--- config.mk ---
export PLATFORM = sky130hd
export DESIGN_NAME = tmds_period_scheduler
export DESIGN_NICKNAME = d
export VERILOG_FILES = /design/src/rtl/tmds_period_scheduler.sv
export SDC_FILE = /design/constraint.sdc
export NUM_CORES = 1
export LEC_CHECK = 0
export BUFFER_PORTS_ARGS = -buffer_cell sky130_fd_sc_hd__buf_4
export CORE_MARGIN = 2
export CORE_UTILIZATION = 60
export DETAILED_ROUTE_END_ITERATION = 8
export PLACE_DENSITY = 0.81
export SYNTH_ARGS = -nofsm -noshare
export SYNTH_HDL_FRONTEND = slang
export SYNTH_SLANG_ARGS = --single-unit
export TNS_END_PERCENT = 50
--- constraint.sdc ---
create_clock -name clk_in -period 23 [get_ports clk_in]
set_input_delay 4.6 -clock clk_in [delete_from_list [all_inputs] [get_ports clk_in]]
set_output_delay 4.6 -clock clk_in [all_outputs]
set_load 0.01 [all_outputs]
--- src/rtl/tmds_period_scheduler.sv ---
// Schedules TMDS encoders through control, preamble, guard-band and video periods behind a fixed pixel delay.
// Define TMDS_HDMI_MODE_EN for HDMI preamble/guard-band generation; the default build is DVI (control/video only).
module tmds_period_scheduler #(
    parameter int PREAMBLE_LEN = 8,
    parameter int GUARD_LEN    = 2
) (
    input  logic       clk_in,
    input  logic       rst_in,
    input  logic       active_draw_in,
    input  logic       h_sync_in,
    input  logic       v_sync_in,
    input  logic [7:0] red_in,
    input  logic [7:0] green_in,
    input  logic [7:0] blue_in,
    output logic [7:0] red_out,
    output logic [7:0] green_out,
    output logic [7:0] blue_out,
    output logic       ve_out,
    output logic [1:0] ctrl_blue_out,
    output logic [1:0] ctrl_green_out,
    output logic [1:0] ctrl_red_out,
    output logic       guard_out,
    output logic [9:0] gb_blue_out,
    output logic [9:0] gb_green_out,
    output logic [9:0] gb_red_out,
    output logic       short_blank_out
);
    localparam int D  = PREAMBLE_LEN + GUARD_LEN;
    localparam int W  = 27;
    localparam int DE = 26;
    localparam int HS = 25;
    localparam int VS = 24;

    // Word layout: {de, hs, vs, red, green, blue}
    logic [W-1:0] sample_q;
    logic [W-1:0] dly_q [D];
    logic         lead_de;

    always_ff @(posedge clk_in or posedge rst_in) begin
        if (rst_in) begin
            sample_q <= '0;
            for (int i = 0; i < D; i++) begin
                dly_q[i] <= '0;
            end
        end else begin
            sample_q <= {active_draw_in, h_sync_in, v_sync_in, red_in, green_in, blue_in};
            dly_q[0] <= sample_q;
            for (int i = 1; i < D; i++) begin
                dly_q[i] <= dly_q[i-1];
            end
        end
    end

    // DE of the word about to enter the tail, so state_q stays aligned with the tail word.
    generate
        if (D >= 2) begin : g_lead
            assign lead_de = dly_q[D-2][DE];
        end else begin : g_lead_short
            assign lead_de = sample_q[DE];
        end
    endgenerate

    logic [23:0] pix_q;
    logic        ve_q;
    logic        ve_d;
    logic [1:0]  ctrl_blue_q;
    logic [1:0]  ctrl_blue_d;

`ifdef TMDS_HDMI_MODE_EN
    localparam int         MAXLEN = (PREAMBLE_LEN > GUARD_LEN) ? PREAMBLE_LEN : GUARD_LEN;
    localparam int         CW     = (MAXLEN > 1) ? $clog2(MAXLEN) : 1;
    localparam logic [9:0] GB_BR  = 10'b1011001100;
    localparam logic [9:0] GB_G   = 10'b0100110011;

    typedef enum logic [1:0] {ST_CTRL, ST_PRE, ST_GB, ST_VID} state_t;

    state_t        state_q, state_d;
    logic [CW-1:0] cnt_q, cnt_d;
    logic [1:0]    ctrl_green_q, ctrl_green_d;
    logic          guard_q, guard_d;
    logic          short_q, short_d;
    logic          rise;

    assign rise = active_draw_in & ~sample_q[DE];

    always_comb begin
        state_d      = state_q;
        cnt_d        = cnt_q;
        ve_d         = 1'b0;
        ctrl_blue_d  = {dly_q[D-1][VS], dly_q[D-1][HS]};
        ctrl_green_d = 2'b00;
        guard_d      = 1'b0;
        short_d      = 1'b0;
        case (state_q)
            ST_CTRL: begin
                if (rise) begin
                    state_d = ST_PRE;
                    cnt_d   = CW'(PREAMBLE_LEN - 1);
                end
            end
            ST_PRE: begin
                ctrl_green_d = 2'b01;
                if (cnt_q == '0) begin
                    state_d = ST_GB;
                    cnt_d   = CW'(GUARD_LEN - 1);
                end else begin
                    cnt_d = cnt_q - 1'b1;
                end
            end
            ST_GB: begin
                ctrl_green_d = 2'b01;
                guard_d      = 1'b1;
                if (cnt_q == '0) begin
                    state_d = ST_VID;
                end else begin
                    cnt_d = cnt_q - 1'b1;
                end
            end
            ST_VID: begin
                ve_d        = 1'b1;
                ctrl_blue_d = 2'b00;
                if (!lead_de) begin
                    state_d = ST_CTRL;
                end
            end
            default: state_d = ST_CTRL;
        endcase
        // Active video overrides any sequence in progress.
        if (lead_de) begin
            state_d = ST_VID;
        end
        // A line start arriving mid-sequence cannot get its own preamble.
        if (rise && state_q != ST_CTRL) begin
            short_d = 1'b1;
        end
    end

    always_ff @(posedge clk_in or posedge rst_in) begin
        if (rst_in) begin
            state_q      <= ST_CTRL;
            cnt_q        <= '0;
            ctrl_green_q <= 2'b00;
            guard_q      <= 1'b0;
            short_q      <= 1'b0;
        end else begin
            state_q      <= state_d;
            cnt_q        <= cnt_d;
            ctrl_green_q <= ctrl_green_d;
            guard_q      <= guard_d;
            short_q      <= short_d;
        end
    end

    assign ctrl_green_out  = ctrl_green_q;
    assign guard_out       = guard_q;
    assign gb_blue_out     = guard_q ? GB_BR : 10'd0;
    assign gb_red_out      = guard_q ? GB_BR : 10'd0;
    assign gb_green_out    = guard_q ? GB_G  : 10'd0;
    assign short_blank_out = short_q;
`else
    typedef enum logic {ST_CTRL, ST_VID} state_t;

    state_t state_q, state_d;

    always_comb begin
        state_d     = state_q;
        ve_d        = 1'b0;
        ctrl_blue_d = {dly_q[D-1][VS], dly_q[D-1][HS]};
        case (state_q)
            ST_CTRL: begin
                if (lead_de) begin
                    state_d = ST_VID;
                end
            end
            ST_VID: begin
                ve_d        = 1'b1;
                ctrl_blue_d = 2'b00;
                if (!lead_de) begin
                    state_d = ST_CTRL;
                end
            end
            default: state_d = ST_CTRL;
        endcase
    end

    always_ff @(posedge clk_in or posedge rst_in) begin
        if (rst_in) begin
            state_q <= ST_CTRL;
        end else begin
            state_q <= state_d;
        end
    end

    assign ctrl_green_out  = 2'b00;
    assign guard_out       = 1'b0;
    assign gb_blue_out     = 10'd0;
    assign gb_red_out      = 10'd0;
    assign gb_green_out    = 10'd0;
    assign short_blank_out = 1'b0;
`endif

    always_ff @(posedge clk_in or posedge rst_in) begin
        if (rst_in) begin
            pix_q       <= '0;
            ve_q        <= 1'b0;
            ctrl_blue_q <= 2'b00;
        end else begin
            pix_q       <= dly_q[D-1][23:0];
            ve_q        <= ve_d;
            ctrl_blue_q <= ctrl_blue_d;
        end
    end

    assign red_out       = pix_q[23:16];
    assign green_out     = pix_q[15:8];
    assign blue_out      = pix_q[7:0];
    assign ve_out        = ve_q;
    assign ctrl_blue_out = ctrl_blue_q;
    assign ctrl_red_out  = 2'b00;

endmodule

==> results.py <==
metrics = {
    "place": {
        "portBuffers": 55,
        "dpl.hpwl_um": 4240,
        "pre_cts_ws_ps": 15410,
        "dp.cells": 600,
        "routabilityCongestion": 0.589,
        "placed_area_um2": 8920,
    },
    "clock_tree": {
        "htree_levels": 1,
        "cts_tree": "done",
        "clk-insertion-delay-late_ps": 520,
        "clk_pin_slew_ps": 60,
        "cts.sinks": 324,
        "ctsHoldBuffers": 0,
        "cts_buffer_depth": 3,
        "cts_setup_buffers": 0,
        "cts_resized": 0,
        "numCtsBuffers": 29,
        "cts-root-buf": "clkbuf_16",
    },
    "detailed_routing": {
        "drt-wirelength-per-cell_um": 15.0,
        "via_per_inst": 4.27,
        "dr.pass1.iters": 3,
        "drtIter0Drc": 127,
        "postRouteAntennaNets": 0,
        "num_vias": 2778,
        "drc": 0,
        "routed_wl_um": 9750,
    },
    "yosys": {
        "synth_area_per_cell_um2": 23.1,
        "ys_seq_elements": 324,
        "netlist_area_um2": 8400,
        "syn_inst": 364,
        "yosysSeqAreaShare": 0.965,
        "synth.distinct_cells": 5,
        "ys_warn_count": 0,
    },
    "finish": {
        "antennaDiodeCount": 0,
        "final_common_cell": "dfrtp_1",
        "stdcell_count": 651,
        "fin_area_um2": 9850,
        "nets": 480,
        "layout_common_cells": "324 x dfrtp_1, 56 x buf_4, 36 x conb_1, 29 x clkbuf_16",
        "n_fill_cell": 758,
        "syn2layout_area_growth_pct": 17.3,
        "drive_above_1_share": 0.223,
    },
    "worst_setup_path": {
        "cp.required_ps": 23480,
        "cp-start-kind": "primary input",
        "cp_max_fo": 136,
        "arrival_ps": 7090,
        "critPathCaptureType": "async pin",
        "worstSetupPathType": "primary input to async pin",
    },
    "die": {
        "start_util": 0.610,
        "num_io_pins": 92,
        "std_cell_rows": 43,
        "coreArea_um2": 13800,
        "dieArea_um2": 15000,
        "die_h_um": 122,
        "die_x_um": 122,
    },
    "sta": {
        "rsz0062_at_grt": "no",
        "fmax_mhz": 151,
        "setup_slack_ps": 16400,
        "tns_ps": 0,
        "min_period_ps": 6600,
        "slew-limit-headroom": 0.310,
        "finalSetupViolations": 0,
        "maxSlewViolCount": 0,
        "worstMarginPinSlew_ps": 1040,
        "period_share": 0.287,
        "finalHoldViolCount": 0,
        "fin_skew_ps": 5.74,
    },
    "global_route": {
        "gr-total-overflow": 0,
        "grt_usage": 0.142,
        "grt_pass1_wl_um": 16100,
        "antenna_found_initial": 0,
        "grt_max_degree": 137,
        "grt_pass1_vias": 3022,
    },
    "worst_hold_path": {
        "hp-class": "register to register",
    },
    "power": {
        "pwr-share-clk": 0.420,
        "sw_frac_of_total": 0.197,
        "p_per_area_nw_per_um2": 110,
        "seq_power_share": 0.560,
        "p_comb_frac": 0.020,
        "p_int_uw": 872,
        "ir_worst_vdd_v": 0.0000736,
        "power_switching_uw": 214,
        "power_mw": 1.09,
        "leakage_nw": 4.65,
    },
    "job": {
        "cap_violations": 0,
    },
    "outcome": {
        "status": "finished, final reports clean",
    },
}
## area by class of cell
class / instances / area [um2] / area share
Clock buffer: 41 / 851 / 0.0864
Tap cell: 180 / 225 / 0.0229
Clock inverter: 10 / 77.6 / 0.00787
Sequential cell: 324 / 8110 / 0.823
Inverter: 1 / 11.3 / 0.00114
Multi-Input combinational cell: 38 / 148 / 0.0150
Timing Repair Buffer: 57 / 432 / 0.0438
## metrics by stage
step | utilization | hold slack, ps
floorplan | - | 331
global route | 0.715 | 348
CTS | 0.715 | 342
finish | 0.715 | 342
detailed placement | 0.648 | 335
global placement | 0.648 | 333
## synth_stat cells (all sizes together)
library cell  number  share of area
dfrtp            324           0.97
inv                1        0.00045
buf               36          0.032
nor2b              2         0.0015
conb               1        0.00045
## registers in the layout (all words and copies together) (netlist names)
signal and flops:
pix_q 24, ve_out 1, state_q 1, ctrl_blue_out 2
dly_q 269, sample_q 27
## path summary, 6_finish.rpt
path                       startpoint          endpoint  slack, ps  depth (start not counted)
max                            rst_in         dly_q[20]      16400                          4
min                        dly_q[246]        dly_q[219]        340                          0
max reg2reg                 dly_q[24]  ctrl_blue_out[1]      22390                          1
min reg2reg                dly_q[246]        dly_q[219]        340                          0
max in group clk_in          pix_q[3]       blue_out[3]      17380                          1
min in group asynchronous      rst_in        dly_q[205]       4280                          2
## cells by family (layout without fill, tap and decap cells)
group | count (synthesis) | count (layout) | synth area share
buffers and inverters | 37 | 109 | 0.0326
and+or+nand+nor | 2 | 2 | 0.00149
other | 1 | 36 | 0.000447
DFF | 324 | 324 | 0.965
## layer usage
metal | GRT usage | vias to the layer above | part of all wire
met5 | 0 | - | 0
met4 | 0.0409 | 0 | 0.020
met3 | 0.0349 | 19 | 0.054
met2 | 0.221 | 82 | 0.51
met1 | 0.206 | 1457 | 0.42
li1 | - | 1220 | -
## power by group through the flow
stage               Combinational [mW]  Sequential (mW)  Clock [mW]
floorplan                       0.0154            0.616           0
global placement                0.0212            0.614           0
detailed placement              0.0222            0.617           0
CTS                             0.0223            0.608       0.471
global route                    0.0257            0.610       0.497
finish                          0.0217            0.608       0.456
## critical path, cell delays in order
cell	delay, ps
buf_4	130
inv_8	580
buf_6	760
buf_4	930
Note: power is estimated with default switching activity, not from simulation.
